==> src/rtl/clock_ctrl_pkg.sv <==
// rtl/clock_ctrl_pkg.sv - shared state enum, parameter defaults and field-width helper
package clock_ctrl_pkg;

  typedef enum logic {
    ST_RUN  = 1'b0,
    ST_EDIT = 1'b1
  } state_e;

  localparam int DEF_TICKS_PER_SEC = 8;
  localparam int DEF_NUM_FIELDS    = 7;
  localparam int DEF_TIMEOUT_S     = 30;
  localparam int DEF_REPEAT_DLY    = 4;
  localparam int DEF_REPEAT_PER    = 1;

  // Field index width, never below one bit so a single-field build still has a port.
  function automatic int field_w(input int n);
    return (n <= 2) ? 1 : $clog2(n);
  endfunction

endpackage

==> src/rtl/clock_set_ctrl_if.sv <==
// rtl/clock_set_ctrl_if.sv - key/timebase inputs and counter-control outputs of clock_set_ctrl
interface clock_set_ctrl_if
  import clock_ctrl_pkg::*;
#(
  parameter int NUM_FIELDS = DEF_NUM_FIELDS
) ();

  localparam int FIELD_W = field_w(NUM_FIELDS);

  logic                  tick_i;
  logic                  mode_i;
  logic                  next_i;
  logic                  up_i;
  logic                  down_i;
  logic                  sec_en_o;
  logic [NUM_FIELDS-1:0] cnt_up_o;
  logic [NUM_FIELDS-1:0] cnt_down_o;
  logic [FIELD_W-1:0]    field_o;
  logic                  editing_o;
  logic                  blink_o;

  modport master (
    output tick_i, mode_i, next_i, up_i, down_i,
    input  sec_en_o, cnt_up_o, cnt_down_o, field_o, editing_o, blink_o
  );

  modport slave (
    input  tick_i, mode_i, next_i, up_i, down_i,
    output sec_en_o, cnt_up_o, cnt_down_o, field_o, editing_o, blink_o
  );

endinterface

==> src/rtl/key_repeat.sv <==
// rtl/key_repeat.sv - press edge detection plus hold-to-repeat for one up/down key
module key_repeat #(
  parameter int REPEAT_DLY = 4,
  parameter int REPEAT_PER = 1
) (
  input  logic clk,
  input  logic rst,
  input  logic en_i,
  input  logic tick_i,
  input  logic key_i,
  output logic press_o,
  output logic rpt_o
);

  localparam int CNT_MAX = (REPEAT_DLY > REPEAT_PER) ? REPEAT_DLY : REPEAT_PER;
  localparam int CNT_W   = $clog2(CNT_MAX + 1);

  logic             key_q, key_d;
  logic             held_q, held_d;
  logic             armed_q, armed_d;
  logic [CNT_W-1:0] cnt_q, cnt_d;
  logic [CNT_W-1:0] cnt_inc;

  assign cnt_inc = cnt_q + CNT_W'(1);

  always_ff @(posedge clk) begin
    if (rst) begin
      key_q   <= 1'b1;
      held_q  <= 1'b0;
      armed_q <= 1'b0;
      cnt_q   <= '0;
    end else begin
      key_q   <= key_d;
      held_q  <= held_d;
      armed_q <= armed_d;
      cnt_q   <= cnt_d;
    end
  end

  // Until armed, cnt measures the initial hold delay; afterwards the repeat period.
  always_comb begin
    key_d   = key_i;
    held_d  = held_q;
    armed_d = armed_q;
    cnt_d   = cnt_q;
    press_o = 1'b0;
    rpt_o   = 1'b0;
    if (!key_i || !en_i) begin
      held_d  = 1'b0;
      armed_d = 1'b0;
      cnt_d   = '0;
    end
    if (key_i && !key_q && en_i) begin
      press_o = 1'b1;
      held_d  = 1'b1;
      armed_d = 1'b0;
      cnt_d   = '0;
    end else if (key_i && en_i && held_q && tick_i) begin
      if (armed_q ? (cnt_inc == CNT_W'(REPEAT_PER)) : (cnt_inc == CNT_W'(REPEAT_DLY))) begin
        rpt_o   = 1'b1;
        armed_d = 1'b1;
        cnt_d   = '0;
      end else begin
        cnt_d = cnt_inc;
      end
    end
  end

endmodule

==> src/rtl/clock_set_ctrl.sv <==
// rtl/clock_set_ctrl.sv - RUN/EDIT controller for a clock: seconds enable, field select,
// up/down step pulses with auto-repeat, blink and edit timeout.
module clock_set_ctrl
  import clock_ctrl_pkg::*;
#(
  parameter int TICKS_PER_SEC = DEF_TICKS_PER_SEC,
  parameter int NUM_FIELDS    = DEF_NUM_FIELDS,
  parameter int TIMEOUT_S     = DEF_TIMEOUT_S,
  parameter int REPEAT_DLY    = DEF_REPEAT_DLY,
  parameter int REPEAT_PER    = DEF_REPEAT_PER
) (
  input  logic            clk,
  input  logic            rst,
  clock_set_ctrl_if.slave bus
);

  localparam int FIELD_W  = field_w(NUM_FIELDS);
  localparam int TICK_W   = $clog2(TICKS_PER_SEC);
  localparam int HALF_SEC = TICKS_PER_SEC / 2;
  localparam int IDLE_MAX = TIMEOUT_S * TICKS_PER_SEC;
  localparam int IDLE_W   = $clog2(IDLE_MAX + 1);

  state_e                state_q, state_d;
  logic [FIELD_W-1:0]    field_q, field_d;
  logic [TICK_W-1:0]     tick_q, tick_d;
  logic [IDLE_W-1:0]     idle_q, idle_d;
  logic                  blink_q, blink_d;
  logic                  sec_en_q, sec_en_d;
  logic [NUM_FIELDS-1:0] cnt_up_q, cnt_up_d;
  logic [NUM_FIELDS-1:0] cnt_down_q, cnt_down_d;
  logic                  mode_q, mode_d;
  logic                  next_q, next_d;

  logic mode_press, next_press;
  logic up_lvl, down_lvl, step_en;
  logic up_press, up_rpt, down_press, down_rpt;

  assign mode_press = bus.mode_i & ~mode_q;
  assign next_press = bus.next_i & ~next_q;

  // Both step keys down together reads as neither; a higher-priority press cancels any hold.
  assign up_lvl   = bus.up_i & ~bus.down_i;
  assign down_lvl = bus.down_i & ~bus.up_i;
  assign step_en  = (state_q == ST_EDIT) & ~mode_press & ~next_press;

  key_repeat #(
    .REPEAT_DLY (REPEAT_DLY),
    .REPEAT_PER (REPEAT_PER)
  ) u_up_key (
    .clk     (clk),
    .rst     (rst),
    .en_i    (step_en),
    .tick_i  (bus.tick_i),
    .key_i   (up_lvl),
    .press_o (up_press),
    .rpt_o   (up_rpt)
  );

  key_repeat #(
    .REPEAT_DLY (REPEAT_DLY),
    .REPEAT_PER (REPEAT_PER)
  ) u_down_key (
    .clk     (clk),
    .rst     (rst),
    .en_i    (step_en),
    .tick_i  (bus.tick_i),
    .key_i   (down_lvl),
    .press_o (down_press),
    .rpt_o   (down_rpt)
  );

  always_ff @(posedge clk) begin
    if (rst) begin
      state_q    <= ST_RUN;
      field_q    <= '0;
      tick_q     <= '0;
      idle_q     <= '0;
      blink_q    <= 1'b0;
      sec_en_q   <= 1'b0;
      cnt_up_q   <= '0;
      cnt_down_q <= '0;
      mode_q     <= 1'b1;
      next_q     <= 1'b1;
    end else begin
      state_q    <= state_d;
      field_q    <= field_d;
      tick_q     <= tick_d;
      idle_q     <= idle_d;
      blink_q    <= blink_d;
      sec_en_q   <= sec_en_d;
      cnt_up_q   <= cnt_up_d;
      cnt_down_q <= cnt_down_d;
      mode_q     <= mode_d;
      next_q     <= next_d;
    end
  end

  always_comb begin
    state_d    = state_q;
    field_d    = field_q;
    tick_d     = tick_q;
    idle_d     = idle_q;
    blink_d    = blink_q;
    sec_en_d   = 1'b0;
    cnt_up_d   = '0;
    cnt_down_d = '0;
    mode_d     = bus.mode_i;
    next_d     = bus.next_i;
    case (state_q)
      ST_RUN: begin
        blink_d = 1'b0;
        if (mode_press) begin
          state_d = ST_EDIT;
          field_d = '0;
          blink_d = 1'b1;
          tick_d  = '0;
          idle_d  = '0;
        end else if (bus.tick_i) begin
          if (tick_q == TICK_W'(TICKS_PER_SEC - 1)) begin
            tick_d   = '0;
            sec_en_d = 1'b1;
          end else begin
            tick_d = tick_q + TICK_W'(1);
          end
        end
      end
      ST_EDIT: begin
        if (mode_press) begin
          state_d = ST_RUN;
          tick_d  = '0;
          idle_d  = '0;
          blink_d = 1'b0;
        end else begin
          // In EDIT the tick counter paces the blink at half-second steps.
          if (bus.tick_i) begin
            if (tick_q == TICK_W'(HALF_SEC - 1)) begin
              tick_d  = '0;
              blink_d = ~blink_q;
            end else begin
              tick_d = tick_q + TICK_W'(1);
            end
          end
          if (next_press) begin
            field_d = (field_q == FIELD_W'(NUM_FIELDS - 1)) ? '0 : field_q + FIELD_W'(1);
            idle_d  = '0;
          end else if (up_press || up_rpt) begin
            cnt_up_d[field_q] = 1'b1;
            idle_d            = '0;
          end else if (down_press || down_rpt) begin
            cnt_down_d[field_q] = 1'b1;
            idle_d              = '0;
          end else if (bus.tick_i) begin
            if (idle_q == IDLE_W'(IDLE_MAX - 1)) begin
              state_d = ST_RUN;
              tick_d  = '0;
              idle_d  = '0;
              blink_d = 1'b0;
            end else begin
              idle_d = idle_q + IDLE_W'(1);
            end
          end
        end
      end
      default: state_d = ST_RUN;
    endcase
  end

  assign bus.sec_en_o   = sec_en_q;
  assign bus.cnt_up_o   = cnt_up_q;
  assign bus.cnt_down_o = cnt_down_q;
  assign bus.field_o    = field_q;
  assign bus.editing_o  = (state_q == ST_EDIT);
  assign bus.blink_o    = blink_q;

endmodule

==> src/flat_wrapper.sv <==
// flat-port wrapper written by rule: the top's interface ports become plain ports
module clock_set_ctrl_flat import clock_ctrl_pkg::*;
#(
  parameter int TICKS_PER_SEC = DEF_TICKS_PER_SEC,
  parameter int NUM_FIELDS    = DEF_NUM_FIELDS,
  parameter int TIMEOUT_S     = DEF_TIMEOUT_S,
  parameter int REPEAT_DLY    = DEF_REPEAT_DLY,
  parameter int REPEAT_PER    = DEF_REPEAT_PER
)
  (clk, rst, bus_tick_i, bus_mode_i, bus_next_i, bus_up_i, bus_down_i, bus_sec_en_o, bus_cnt_up_o, bus_cnt_down_o, bus_field_o, bus_editing_o, bus_blink_o);
  clock_set_ctrl_if #(.NUM_FIELDS(NUM_FIELDS)) bus_i ();
  input  logic clk;
  input  logic rst;
  input wire logic [$bits(bus_i.tick_i)-1:0] bus_tick_i;
  input wire logic [$bits(bus_i.mode_i)-1:0] bus_mode_i;
  input wire logic [$bits(bus_i.next_i)-1:0] bus_next_i;
  input wire logic [$bits(bus_i.up_i)-1:0] bus_up_i;
  input wire logic [$bits(bus_i.down_i)-1:0] bus_down_i;
  output wire logic [$bits(bus_i.sec_en_o)-1:0] bus_sec_en_o;
  output wire logic [$bits(bus_i.cnt_up_o)-1:0] bus_cnt_up_o;
  output wire logic [$bits(bus_i.cnt_down_o)-1:0] bus_cnt_down_o;
  output wire logic [$bits(bus_i.field_o)-1:0] bus_field_o;
  output wire logic [$bits(bus_i.editing_o)-1:0] bus_editing_o;
  output wire logic [$bits(bus_i.blink_o)-1:0] bus_blink_o;
  assign bus_i.tick_i = bus_tick_i;
  assign bus_i.mode_i = bus_mode_i;
  assign bus_i.next_i = bus_next_i;
  assign bus_i.up_i = bus_up_i;
  assign bus_i.down_i = bus_down_i;
  assign bus_sec_en_o = bus_i.sec_en_o;
  assign bus_cnt_up_o = bus_i.cnt_up_o;
  assign bus_cnt_down_o = bus_i.cnt_down_o;
  assign bus_field_o = bus_i.field_o;
  assign bus_editing_o = bus_i.editing_o;
  assign bus_blink_o = bus_i.blink_o;
  clock_set_ctrl #(.TICKS_PER_SEC(TICKS_PER_SEC), .NUM_FIELDS(NUM_FIELDS), .TIMEOUT_S(TIMEOUT_S), .REPEAT_DLY(REPEAT_DLY), .REPEAT_PER(REPEAT_PER)) u_core (.clk(clk), .rst(rst), .bus(bus_i));
endmodule
==> config.mk <==
export PLATFORM = sky130hd
export DESIGN_NAME = clock_set_ctrl_flat
export DESIGN_NICKNAME = d
export VERILOG_FILES = /design/src/rtl/clock_ctrl_pkg.sv /design/src/rtl/clock_set_ctrl_if.sv /design/src/rtl/key_repeat.sv /design/src/rtl/clock_set_ctrl.sv /design/src/flat_wrapper.sv
export SDC_FILE = /design/constraint.sdc
export NUM_CORES = 1
export LEC_CHECK = 0
export CAP_MARGIN = 0
export CORE_MARGIN = 2
export CORE_UTILIZATION = 35
export DETAILED_ROUTE_END_ITERATION = 12
export SETUP_SLACK_MARGIN = 0.1
export SYNTH_ARGS = -nofsm -noshare
export SYNTH_HDL_FRONTEND = slang
export SYNTH_SLANG_ARGS = --single-unit
==> constraint.sdc <==
create_clock -name clk -period 2.39 [get_ports clk]
set_input_delay 0.3585 -clock clk [delete_from_list [all_inputs] [get_ports clk]]
set_output_delay 0.3585 -clock clk [all_outputs]
set_load 0.02 [all_outputs]
==> results.py, run 1 <==
metrics = {
    "run_status": {
        "status": "finished, final reports clean",
    },
    "yosys": {
        "ys_seq_area_frac": 0.428,
        "synth_flop_cell": "dfxtp_1",
        "synth_area_leaders": "dfxtp_1, nor2_1, a21oi_1, nand2b_1, ha_1",
        "ys_async_sr_fraction": 0,
        "synthMuxAreaShare": 0.0119,
        "netlist_area_um2": 2100,
        "syn_nets": 258,
        "synth_cell_types": 47,
        "synth_compound_area_frac": 0.139,
        "synth.most_common_cell": "dfxtp_1",
        "postSynthAreaPerCell_um2": 8.63,
        "synth_top_area_frac": 0.428,
        "synthCells": 244,
        "yosys.area_share.simple": 0.338,
        "synth_edf_count": 0,
        "yosys-top-cells-count": "dfxtp_1, nor2_1, a21oi_1, nand2_1, nand2b_1",
        "synth_top_family_by_area": "simple AND/OR/NAND/NOR gates",
        "synth_xor_area_frac": 0.00832,
        "synthAdderAreaFrac": 0.0416,
        "yosysWarnings": 0,
        "synth_top_cell_by_area": "dfxtp_1",
        "ys_ff_latch": 45,
    },
    "floorplan": {
        "core_area_um2": 5850,
        "initial_core_util": 0.360,
        "io_pins": 27,
        "rows": 28,
        "dieWidth_um": 81.5,
        "die_h_um": 81.5,
        "dieArea_um2": 6650,
    },
    "placed_design": {
        "port-buffer-count": 26,
        "place_inst": 344,
        "dp_hpwl_mm": 3.08,
        "gp_congestion": 0.781,
    },
    "drt": {
        "finalWirelength_mm": 4.12,
        "vias_per_cell": 4.95,
        "vias": 1742,
        "first_pass_iters": 4,
        "wl_per_cell_um": 11.7,
        "drt_iter0_markers": 68,
        "drc": 0,
        "antenna_left": 0,
    },
    "hold_path": {
        "hp-class": "reg2reg",
        "worstHoldPathCells": 2,
    },
    "cells_and_area": {
        "finalNonFillerCells": 352,
        "syn2layout_area_growth_pct": 24.4,
        "final_core_util": 0.448,
        "layout-drive-gt1-share": 0.130,
        "diodes": 0,
        "final_net_count": 290,
    },
    "global_route": {
        "antenna_found_initial": 0,
        "grt_overflow": 0,
        "gr-usage-all-layers": 0.136,
        "grt_pass1_wl_mm": 7.00,
        "grt_pass1_vias": 1560,
        "grt_max_degree": 20,
    },
    "sta": {
        "finalSetupTns_ns": 0,
        "setup_viol": 0,
        "slew_viol_final": 0,
        "skew_ns": 0.00728,
        "slew_headroom": 0.678,
        "period_share": 0.862,
        "max_freq_ghz": 0.485,
        "min_period_ns": 2.06,
        "grt_setup_unrepaired": "no",
        "worst_slew_pin_slew_ns": 0.476,
        "hold_viol": 0,
    },
    "setup_path": {
        "critical_path_arrival_ns": 2.30,
        "cp.required_ns": 2.63,
        "rrSetupSlack_ns": 0.33,
        "worst-path-max-fanout": 5,
        "cp-end-kind": "flop",
        "crit_path_start_kind": "flop",
        "r2r_cells": 7,
        "worstSetupStartpoint": "u_core.u_up_key.cnt_q[0]",
        "r2r_end": "u_core.bus.cnt_up_o[3]",
        "rr_startpoint": "u_core.u_up_key.cnt_q[0]",
        "cp-endpoint": "u_core.bus.cnt_up_o[3]",
        "path_class": "reg2reg",
    },
    "power_and_ir_drop": {
        "pwr-share-comb": 0.051,
        "p_total_mw": 1.53,
        "internal_power_mw": 1.22,
        "swShare": 0.206,
        "power.density_nw_per_um2": 585,
        "power_leakage_nw": 0.922,
        "p_clk_frac": 0.448,
        "p_seq_frac": 0.501,
        "max-vdd-ir-drop_mv": 0.251,
        "switching_power_mw": 0.316,
    },
    "clock_tree": {
        "cts_max_level": 2,
        "cts_tree": "done",
        "cts_resized": 0,
        "cts-hold-fix-buffers": 0,
        "post_cts_buffers": 0,
        "cts_sinks": 45,
        "cts_root_buf": "clkbuf_8",
        "clk_pin_slew_ns": 0.08,
        "cts-buffers-inserted": 5,
        "worst_skew_pair.late_latency_ns": 0.30,
        "cts_max_path_buffers": 2,
    },
    "run": {
        "cap_violations": 0,
    },
}
## cells by family after synthesis
group,Yosys count
multiplexers,2
buffers and inverters,17
AND/OR/NAND/NOR,123
flip-flops,45
AO/OA/AOI/OAI,48
XOR/XNOR,2
adder cells (fa/ha/maj),7
## worst max-delay path: stages (launching register included)
cell and delay (ns):
dfxtp_1 0.39, ha_1 0.22, xor2_1 0.24, mux2_4 0.35, or3_4 0.39, a21oi_4 0.20, nand2b_2 0.11, nor2_1 0.10
## power by group through the flow
stage	clock, mW	combinational (mW)	sequential [mW]
floorplan	0	0.0463	0.784
global placement	0	0.0789	0.785
detailed placement	0	0.0791	0.786
CTS	0.713	0.0795	0.768
global route	0.740	0.0878	0.769
finish	0.687	0.0788	0.768
## flip-flops by register name, summed over array words and instances, names as in the netlist, 3 cells and up
name                     flops
u_core.bus.field_o           3
u_core.tick_q                3
u_core.u_down_key.cnt_q      3
u_core.u_up_key.cnt_q        3
u_core.idle_q                8
u_core.bus.cnt_down_o        7
u_core.bus.cnt_up_o          7
## layout by cell type (no fill, tap or decap), types with 5 or more instances in the layout
cell type and n:
dfxtp_1 45, nor2_1 28, clkdlybuf4s50_1 26, a21oi_1 20, nand2_1 18, nand2b_1 16
o21ai_0 12, nor3_1 11, buf_4 9, inv_1 7, nand3_1 7, ha_1 7
nor3b_1 6, nand3b_1 6, clkbuf_8 5
## through the flow
| step | instance area (um2) | setup slack (ns) | hold slack [ns] |
|---|---|---|---|
| floorplan | 2100 | 0.494 | 0.435 |
| global placement | 2480 | 0.131 | 0.448 |
| detailed placement | 2480 | 0.110 | 0.454 |
| CTS | 2620 | 0.310 | 0.467 |
| global route | 2620 | 0.179 | 0.498 |
| finish | 2620 | 0.329 | 0.463 |
## layout make-up
cell class | count | area [um2]
clock buffers | 5 | 68.8
repair buffers | 35 | 328
clock inverters | 3 | 68.8
flip-flops and latches | 45 | 901
inverters | 7 | 26.3
multi-input cells | 182 | 1130
well taps | 75 | 93.8
fillers | 571 | 3230
## worst min-delay path by stage
stage | startpoint | endpoint | slack [ns]
floorplan | u_core.u_down_key.held_q | u_core.u_down_key.held_q | 0.44
global placement | u_core.u_down_key.held_q | u_core.u_down_key.held_q | 0.45
detailed placement | u_core.u_down_key.held_q | u_core.u_down_key.held_q | 0.45
CTS | u_core.u_down_key.held_q | u_core.u_down_key.held_q | 0.47
global route | u_core.u_up_key.cnt_q[1] | u_core.u_up_key.cnt_q[1] | 0.50
finish | u_core.u_down_key.held_q | u_core.u_down_key.held_q | 0.46
## layer usage
layer	GRT usage	up-vias	share of wire
met5	0	-	0
met4	0.0644	0	0.017
met3	0.0374	7	0.029
met2	0.211	19	0.46
met1	0.175	797	0.50
li1	-	919	-
Power figures use the tool's default switching activity.
==> inputs of run 2 (changes only) <==
--- a/config.mk
+++ b/config.mk
@@ -9,6 +9,7 @@
 export CORE_MARGIN = 2
 export CORE_UTILIZATION = 35
 export DETAILED_ROUTE_END_ITERATION = 12
+export PLACE_DENSITY = 0.53
 export SETUP_SLACK_MARGIN = 0.1
 export SYNTH_ARGS = -nofsm -noshare
 export SYNTH_HDL_FRONTEND = slang
==> run 2 against run 1 <==
Net effect:
- non-clock buffer count grew 2
- critical path type unchanged
- critical endpoint unchanged
- via count grew 0.46%
- maximum frequency decreased by 1.3%
- routed wire length increased by 2.7%
- clock power is 16% lower
- sequential power barely moved
- die area is the same
- setup slack worse by 0.028 ns
- clock skew decreased by 0.0011 ns
- sequential cell count is the same
- total power down 6.8%
==> results.py, run 2 (synthesis results as in run 1) <==
metrics = {
    "clock_tree": {
        "cts_max_level": 2,
        "post_cts_buffers": 0,
        "cts_root_buf": "clkbuf_8",
        "cts_max_path_buffers": 2,
        "worst_skew_pair.late_latency_ns": 0.30,
        "cts-buffers-inserted": 5,
        "cts_tree": "done",
        "cts-hold-fix-buffers": 0,
        "cts_sinks": 45,
        "clk_pin_slew_ns": 0.09,
        "cts_resized": 0,
    },
    "hold_path": {
        "worstHoldPathCells": 2,
        "whs_endpoint": "u_core.u_down_key.cnt_q[1]",
        "hp-class": "reg2reg",
        "hold_path.startpoint": "u_core.u_down_key.cnt_q[1]",
    },
    "sta": {
        "max_freq_ghz": 0.479,
        "hold_viol": 0,
        "finalSetupTns_ns": 0,
        "grt_setup_unrepaired": "no",
        "setup_viol": 0,
        "min_period_ns": 2.09,
        "skew_ns": 0.00615,
        "slew_viol_final": 0,
        "period_share": 0.874,
        "slew_headroom": 0.707,
        "finalHoldWorstSlack_ns": 0.466,
        "worst_slew_pin_slew_ns": 0.434,
    },
    "cells_and_area": {
        "finalNonFillerCells": 354,
        "final_common_cell": "dfxtp_1",
        "syn2layout_area_growth_pct": 24.1,
        "final_net_count": 292,
        "top_register": "u_core.idle_q",
        "layout-drive-gt1-share": 0.136,
        "diodes": 0,
        "nFillCells": 576,
        "final_cell_mix": "dfxtp_1, nor2_1, clkdlybuf4s50_1, a21oi_1, nand2_1",
        "largest_reg_flops": 8,
    },
    "setup_path": {
        "rr_startpoint": "u_core.u_up_key.cnt_q[0]",
        "r2r_end": "u_core.bus.cnt_up_o[3]",
        "critical_path_arrival_ns": 2.33,
        "r2r_cells": 7,
        "crit_path_start_kind": "flop",
        "critical_path_cell_count": 7,
        "cp_cell_sequence": "ha_1 -> xor2_1 -> mux2_4 -> or3_4 -> a21oi_4 -> nand2b_2 -> nor2_1",
        "cp_num_buf_inv": 0,
        "slowest_delay_ns": 0.40,
        "path_class": "reg2reg",
        "cpLargestDelayFamily": "simple AND/OR/NAND/NOR gates",
        "worst-path-max-fanout": 5,
        "cp-end-kind": "flop",
        "rrSetupSlack_ns": 0.30,
        "cp.required_ns": 2.63,
        "cpMaxStageDelayCell": "dfxtp_1",
    },
    "drt": {
        "drt_iter0_markers": 60,
        "drc": 0,
        "antenna_left": 0,
        "vias_per_cell": 4.94,
        "wl_per_cell_um": 11.9,
        "finalWirelength_mm": 4.23,
        "vias": 1750,
        "first_pass_iters": 4,
    },
    "floorplan": {
        "io_pins": 27,
        "die_h_um": 81.5,
        "dieArea_um2": 6650,
        "initial_core_util": 0.360,
        "rows": 28,
        "core_area_um2": 5850,
        "dieWidth_um": 81.5,
    },
    "placed_design": {
        "place_inst": 346,
        "port-buffer-count": 26,
        "dp_hpwl_mm": 3.15,
        "gp_congestion": 0.758,
    },
    "global_route": {
        "grt_pass1_wl_mm": 7.45,
        "gr-usage-all-layers": 0.146,
        "grt_overflow": 0,
        "grt_max_degree": 16,
        "grt_pass1_vias": 1616,
        "antenna_found_initial": 0,
    },
    "power_and_ir_drop": {
        "power.density_nw_per_um2": 547,
        "max-vdd-ir-drop_mv": 0.278,
        "power_leakage_nw": 0.917,
        "p_total_mw": 1.43,
    },
    "run_status": {
        "status": "finished, final reports clean",
    },
    "run": {
        "cap_violations": 0,
    },
}
==> run 2: per-stage QoR <==
stage                     setup slack, ns  utilization  instance area, um2
after floorplan                     0.494            -                2100
final                               0.302        0.446                2610
after detailed placement           0.0291        0.427                2500
after global placement             0.0776        0.427                2500
after CTS                           0.282        0.446                2610
after global routing                0.124        0.446                2610
==> run 2: worst min-delay path: stages (launching register included) <==
cell,delay [ns]
dfxtp_1,0.32
nand2_1,0.05
a21oi_1,0.05
==> run 2: cell type report <==
type	instances	area [um2]	share of cell area
Multi-Input combinational cell	182	1130	0.434
Sequential cell	45	901	0.345
Clock inverter	3	46.3	0.0177
Tap cell	75	93.8	0.0359
Timing Repair Buffer	37	343	0.131
Clock buffer	5	68.8	0.0264
Inverter	7	26.3	0.0101
==> run 2: worst max path at each step <==
stage / startpoint / end / slack (ns)
floorplan: u_core.u_up_key.cnt_q[0] / u_core.bus.cnt_up_o[0] / 0.49
global placement: bus_down_i / u_core.idle_q[4] / 0.08
detailed placement: bus_down_i / u_core.idle_q[2] / 0.03
CTS: u_core.u_up_key.cnt_q[0] / u_core.bus.cnt_up_o[3] / 0.28
global route: u_core.u_down_key.cnt_q[0] / u_core.idle_q[6] / 0.12
finish: u_core.u_up_key.cnt_q[0] / u_core.bus.cnt_up_o[3] / 0.30
==> run 2: power by group <==
part / internal [mW] / switching, mW / leakage (nW)
Combinational: 0.0401 / 0.0415 / 0.499
Sequential: 0.758 / 0.0101 / 0.364
Clock: 0.313 / 0.266 / 0.0543
==> run 2: per-layer routing <==
layer | track usage | part of all wire | wire [um]
met2 | 0.232 | 0.45 | 1900
met3 | 0.0341 | 0.026 | 109
met4 | 0.0559 | 0.017 | 72
met5 | 0 | 0 | 0
met1 | 0.192 | 0.51 | 2140
==> inputs of run 3 (changes only) <==
--- a/config.mk
+++ b/config.mk
@@ -9,7 +9,6 @@
 export CORE_MARGIN = 2
 export CORE_UTILIZATION = 35
 export DETAILED_ROUTE_END_ITERATION = 12
-export PLACE_DENSITY = 0.53
 export SETUP_SLACK_MARGIN = 0.1
 export SYNTH_ARGS = -nofsm -noshare
 export SYNTH_HDL_FRONTEND = slang
==> results of run 3 <==
The final DEF is identical to that of run 1; final timing and power are the same.
==> RTL edit 1 (config.mk and constraints of run 1) <==
The package constant `DEF_TIMEOUT_S` goes from 30 to 15.
--- a/src/rtl/clock_ctrl_pkg.sv
+++ b/src/rtl/clock_ctrl_pkg.sv
@@ -8,7 +8,7 @@
 
   localparam int DEF_TICKS_PER_SEC = 8;
   localparam int DEF_NUM_FIELDS    = 7;
-  localparam int DEF_TIMEOUT_S     = 30;
+  localparam int DEF_TIMEOUT_S     = 15;
   localparam int DEF_REPEAT_DLY    = 4;
   localparam int DEF_REPEAT_PER    = 1;
 
Formal check against the unedited RTL: no difference found for any inputs over 10 cycles, from zero or initial values and one cycle with rst high; that may be too few to reach the edited logic, so the function may still have changed.
==> RTL edit 1 against run 1 <==
  * Combinational power rose by 36%
  * Utilization rose by 1.9 points
  * Setup slack got worse by 0.099 ns
  * Design area fell by 1.2%
  * Routed wire length fell by 0.87%
  * Power fell by 5.5%
  * Sequential cell count fell by 1
  * Synthesized area fell by 4.5%
==> RTL edit 1: results (changes against run 1) <==
** Global route
- The first-pass GRT wire length was 6890 um (-1.6%).
- The via count of the first global-routing pass was 1538 (-1.4%).
- GRT Resource Usage Total :: 0.138 (+0.00193)
- Antenna violations before repair :: 0 (unchanged)
- Largest net degree at the start of global routing :: 16 (-20%)

** Route
- The first-pass iteration count of the detailed router came to 4 (unchanged).
- The final routed wire length divided by cell count came to 12.0 um (+2.6%).
- Final wirelength :: 4080 um (-0.87%)
- The number of vias after detailed routing came to 1705 (-2.1%).
- Detailed router's first-iteration violation count :: 74 (+8.8%)

** Power
- Maximum ir drop on the vdd rail :: 0.268 mV (+7.0%)
- Leakage power total :: 0.918 nW (-0.45%)
- The internal power contribution is 1.11 mW (-8.8%).

** Place
- The half-perimeter wire length after detailed placement came to 2960 um (-3.8%).
- The placed cell count came to 332 (-3.5%).
- Placed standard-cell area :: 2430 um2 (-1.9%)
- The final RePlAce weighted congestion is 0.754 (-3.6%).

** Synth
- The synthesized netlist net count was 240 (-7.0%).
- Most instantiated flip-flop cell in the synthesis netlist :: sky130_fd_sc_hd__dfxtp_1
- The async set-or-reset flop fraction in the synthesized netlist came to 0 (unchanged).
- The post-synthesis area per instance was 8.89 um2 (+3.1%).
- Ranked by total cell area, the synthesized netlist is headed by sky130_fd_sc_hd__dfxtp_1 44%, sky130_fd_sc_hd__ha_1 4.4%, sky130_fd_sc_hd__a21oi_1 3.7%, sky130_fd_sc_hd__nor2_1 3.5%, sky130_fd_sc_hd__nor3_1 3.5%.
- The Yosys warning count was 0 (unchanged).
- Sequential element share of the synthesized area :: 0.438 (+0.0103)
- Number of different library cells in the post-synthesis netlist :: 50 (+6.4%)
- Leading cell types by count after synthesis :: 44 x sky130_fd_sc_hd__dfxtp_1, 19 x sky130_fd_sc_hd__nor2_1, 16 x sky130_fd_sc_hd__nand2_1

** Timing
- The largest clock skew in the final design was 0.00917 ns (+0.00189 ns).
- The slew at the pin closest to its max-slew limit is 0.548 ns (+0.0719 ns).

** Clock tree
- Maximum level of the CTS H-tree :: 2 (unchanged)
- The maximum number of buffers from clock root to sink came to 2 (unchanged).
- Number of buffers added by the clock tree synthesis step :: 5 (unchanged)
- The post-CTS setup-driven buffer insertion count was 0 (unchanged).
- Clock-pin transition on the worst setup and hold timing paths :: ~0.09 ns

** Final layout
- Ratio of cells with drive above 1 in the final layout :: 0.179 (+0.0491)
- The count of nets after finishing is 281 (-3.1%).

** Worst hold path
- The tightest min-delay check is of the reg2reg type.

** Setup path
- Slowest stage cell, crit path :: sky130_fd_sc_hd__a21oi_2
- The peak per-stage delay on the critical path came to 0.46 ns (+0.07 ns).
- Highest net fanout along the worst path :: 14 (+9)
- Arrival @ worst endpoint :: 2.36 ns (+0.06 ns)

** Status
- Status :: completed
-- RTL edit 1: timing repair --
| item | in CTS | in global routing |
|---|---|---|
| gates resized for setup | 2 | 7 |
| hold buffers | 0 | 0 |
| setup endpoints to repair | 1 | 10 |
-- RTL edit 1: layout make-up --
type,count,area (um2)
clock buffer,5,68.8
clock inverter,3,46.3
fill,560,2950
inverter,7,26.3
multi-input combinational,165,1080
sequential,44,882
tap,72,90.1
timing repair buffer,44,395
-- RTL edit 1: path summary, 6_finish.rpt --
path / start / to / slack (ns) / cells past startpoint
hold / removal: u_core.u_up_key.cnt_q[1]$_SDFFE_PP0P_ / u_core.u_up_key.cnt_q[1]$_SDFFE_PP0P_ / 0.47 / 2
setup reg to reg: u_core.u_up_key.cnt_q[0]$_SDFFE_PP0P_ / u_core.idle_q[2]$_SDFFE_PP0P_ / 0.23 / 7
hold reg to reg: u_core.u_up_key.cnt_q[1]$_SDFFE_PP0P_ / u_core.u_up_key.cnt_q[1]$_SDFFE_PP0P_ / 0.47 / 2
setup / recovery: u_core.u_up_key.cnt_q[0]$_SDFFE_PP0P_ / u_core.idle_q[2]$_SDFFE_PP0P_ / 0.23 / 7
-- RTL edit 1: power by group through the flow --
stage               registers, mW  clock network [mW]  logic [mW]
global placement            0.770                   0       0.104
CTS                         0.753               0.609       0.106
global route                0.755               0.644       0.118
finish                      0.753               0.588       0.107
detailed placement          0.770                   0       0.105
floorplan                   0.770                   0      0.0625
-- RTL edit 1: critical path, delay by kind of cell (launching register included) --
kind,cells,cell delay (ns)
adders and majority gates,1,0.22
xor gates and xnor gates,1,0.21
AOI/OAI and AO/OA,4,0.89
muxes,1,0.36
DFF,1,0.37
-- RTL edit 1: metrics by stage --
| stage | util | hold WS [ns] | setup slack [ns] |
|---|---|---|---|
| global placement | 0.439 | 0.454 | 0.0985 |
| global route | 0.467 | 0.489 | 0.100 |
| finish | 0.467 | 0.467 | 0.230 |
| floorplan | - | 0.439 | 0.295 |
| CTS | 0.461 | 0.467 | 0.124 |
| detailed placement | 0.439 | 0.454 | 0.0344 |
-- RTL edit 1: layer usage --
layer,part of all wire,track usage,vias up
met5,0,0,-
met4,0.015,0.0610,0
met3,0.044,0.0317,6
met2,0.44,0.218,31
met1,0.50,0.179,778
li1,-,-,890
-- RTL edit 1: cell families after synthesis --
family,count (synthesis),synth area share
adder cells (fa/ha/maj),7,0.0436
AO/OA/AOI/OAI,46,0.156
multiplexers,3,0.0149
flip-flops,44,0.438
AND/OR/NAND/NOR,106,0.291
XOR/XNOR,3,0.0131
buffers and inverters,17,0.0430
==> RTL edit 2 (config.mk and constraints of run 1) <==
Made on the original files. Reset style: asynchronous (`rst`), changed in 2 clocked blocks.
--- a/src/rtl/key_repeat.sv
+++ b/src/rtl/key_repeat.sv
@@ -23,7 +23,7 @@
 
   assign cnt_inc = cnt_q + CNT_W'(1);
 
-  always_ff @(posedge clk) begin
+  always_ff @(posedge clk or posedge rst) begin
     if (rst) begin
       key_q   <= 1'b1;
       held_q  <= 1'b0;
--- a/src/rtl/clock_set_ctrl.sv
+++ b/src/rtl/clock_set_ctrl.sv
@@ -69,7 +69,7 @@
     .rpt_o   (down_rpt)
   );
 
-  always_ff @(posedge clk) begin
+  always_ff @(posedge clk or posedge rst) begin
     if (rst) begin
       state_q    <= ST_RUN;
       field_q    <= '0;
Behaviour: differs if rst is asserted again (counterexample within 4 cycles, from zero or initial values and one cycle with rst high); with rst held inactive, the same outputs for 10 cycles.
==> RTL edit 2 against run 1 <==
  * Routed wire length increased by 18%
  * Synthesized area increased by 9.5%
  * Hold slack got worse by 0.044 ns
  * Setup slack got worse by 0.092 ns
  * Design area increased by 7.2%
  * Non-clock buffer count increased by 1
  * Sequential cell count unchanged
Power is not compared: it rests on default switching activity, and its combinational part moved more than twofold at a synthesized area within 25%.
==> RTL edit 2: results (changes against run 1) <==
** Route
- Average wire length per cell after detail routing :: 14.2 um (+22%)
- The number of vias after detailed routing was 1830 (+5.1%).

** Timing
- The smallest hold slack was 0.419 ns (-0.0439 ns).

** Worst hold path
- In this run the worst hold path is classified as in2async.

** Place
- Gp weighted congestion :: 0.802 (+2.7%)
- Placement Setup Slack :: 0.155 ns (+0.0447 ns)
- The half-perimeter wire length after detailed placement was 3520 um (+14%).
- Placed standard-cell area :: 2700 um2 (+8.7%)

** Synth
- Leading cell types by count after synthesis :: 41 x sky130_fd_sc_hd__dfrtp_1, 26 x sky130_fd_sc_hd__nand2_1, 17 x sky130_fd_sc_hd__nor2_1
- The area share of xor/xnor cells in the synthesized design was 0.0179 (+0.00960).
- The adder-cell area share of the yosys netlist is 0.0380 (-0.00359).
- The cell count after synthesis was 225 (-7.8%).
- The synthesized netlist net count was 239 (-7.4%).
- Synthesized-area fraction occupied by ao, oa, aoi and oai cells :: 0.159 (+0.0206)
- By area the synthesized netlist is led by sky130_fd_sc_hd__dfrtp_1 45%, sky130_fd_sc_hd__dfstp_2 4.6%, sky130_fd_sc_hd__nand2_1 4.2%, sky130_fd_sc_hd__ha_1 3.8%, sky130_fd_sc_hd__nor3_1 3.0%.
- Number of different library cells in the post-synthesis netlist :: 49 (+4.3%)

** Power
- Total power for the finished layout comes to approximately 1.7 mW.

** Setup path
- Arrival @ worst endpoint :: 2.39 ns (+0.09 ns)
- Slowest stage cell, crit path :: sky130_fd_sc_hd__dfrtp_1
- Highest net fanout along the worst path :: 7 (+2)
- Setup slack, reg-to-reg :: 0.24 ns (-0.09 ns)

** Global route
- Largest net degree at the start of global routing :: 26 (+30%)
- GRT Resource Usage Total :: 0.139 (+0.00351)

** Final layout
- Filler cell count in the final layout :: 610 (+6.8%)
- The count of nets after finishing was 276 (-4.8%).
- The number of standard cells in the layout, taps in and fillers out was 340 (-3.4%).

** Status
- The flow ran to the end, and the final reports show no timing, DRC or antenna violations.
## RTL edit 2: cell count changes after synthesis, sizes merged, moves of 4 or more
cell	change
a21oi	-12
nand3b	-5
nand3	-4
dfxtp	-45
clkbuf	-5
dfstp	+4
nand2b	-14
dfrtp	+41
nor2	-11
nand2	+7
## RTL edit 2: routing by layer
layer  routed length, um  track usage  part of all wire  vias to the layer above
met5                   0            0                 0                        -
met4                  46       0.0390            0.0095                        0
met3                 258       0.0292             0.053                        7
met2                2290        0.227              0.47                       54
met1                2250        0.189              0.46                      876
li1                    -            -                 -                      893
## RTL edit 2: area by class of cell
type | count | area [um2] | share of cell area
clock buffer | 6 | 82.6 | 0.0294
clock inverter | 2 | 13.8 | 0.00490
inverter | 9 | 33.8 | 0.0120
multi-input combinational | 165 | 1100 | 0.393
sequential | 45 | 1130 | 0.403
tap | 77 | 96.3 | 0.0343
timing repair buffer | 36 | 348 | 0.124
## RTL edit 2: timing repair
item,CTS,global route
setup endpoints to repair,0,7
resized for setup,0,1
hold endpoints to repair,0,0
buffers inserted,0,0
## RTL edit 2: worst paths after layout
kind	from	to	depth (start not counted)
max in group asynchronous	rst	u_core.mode_q$_DFF_PP1_	3
worst max register to register	u_core.u_up_key.cnt_q[0]$_DFFE_PP0P_	u_core.idle_q[4]$_DFFE_PP0P_	7
worst min register to register	u_core.idle_q[1]$_DFFE_PP0P_	u_core.idle_q[1]$_DFFE_PP0P_	1
worst max-delay path	u_core.u_up_key.cnt_q[0]$_DFFE_PP0P_	u_core.idle_q[4]$_DFFE_PP0P_	7
min in group clk	u_core.idle_q[1]$_DFFE_PP0P_	u_core.idle_q[1]$_DFFE_PP0P_	1
worst min-delay path	rst	u_core.bus.cnt_up_o[0]$_DFF_PP0_	2
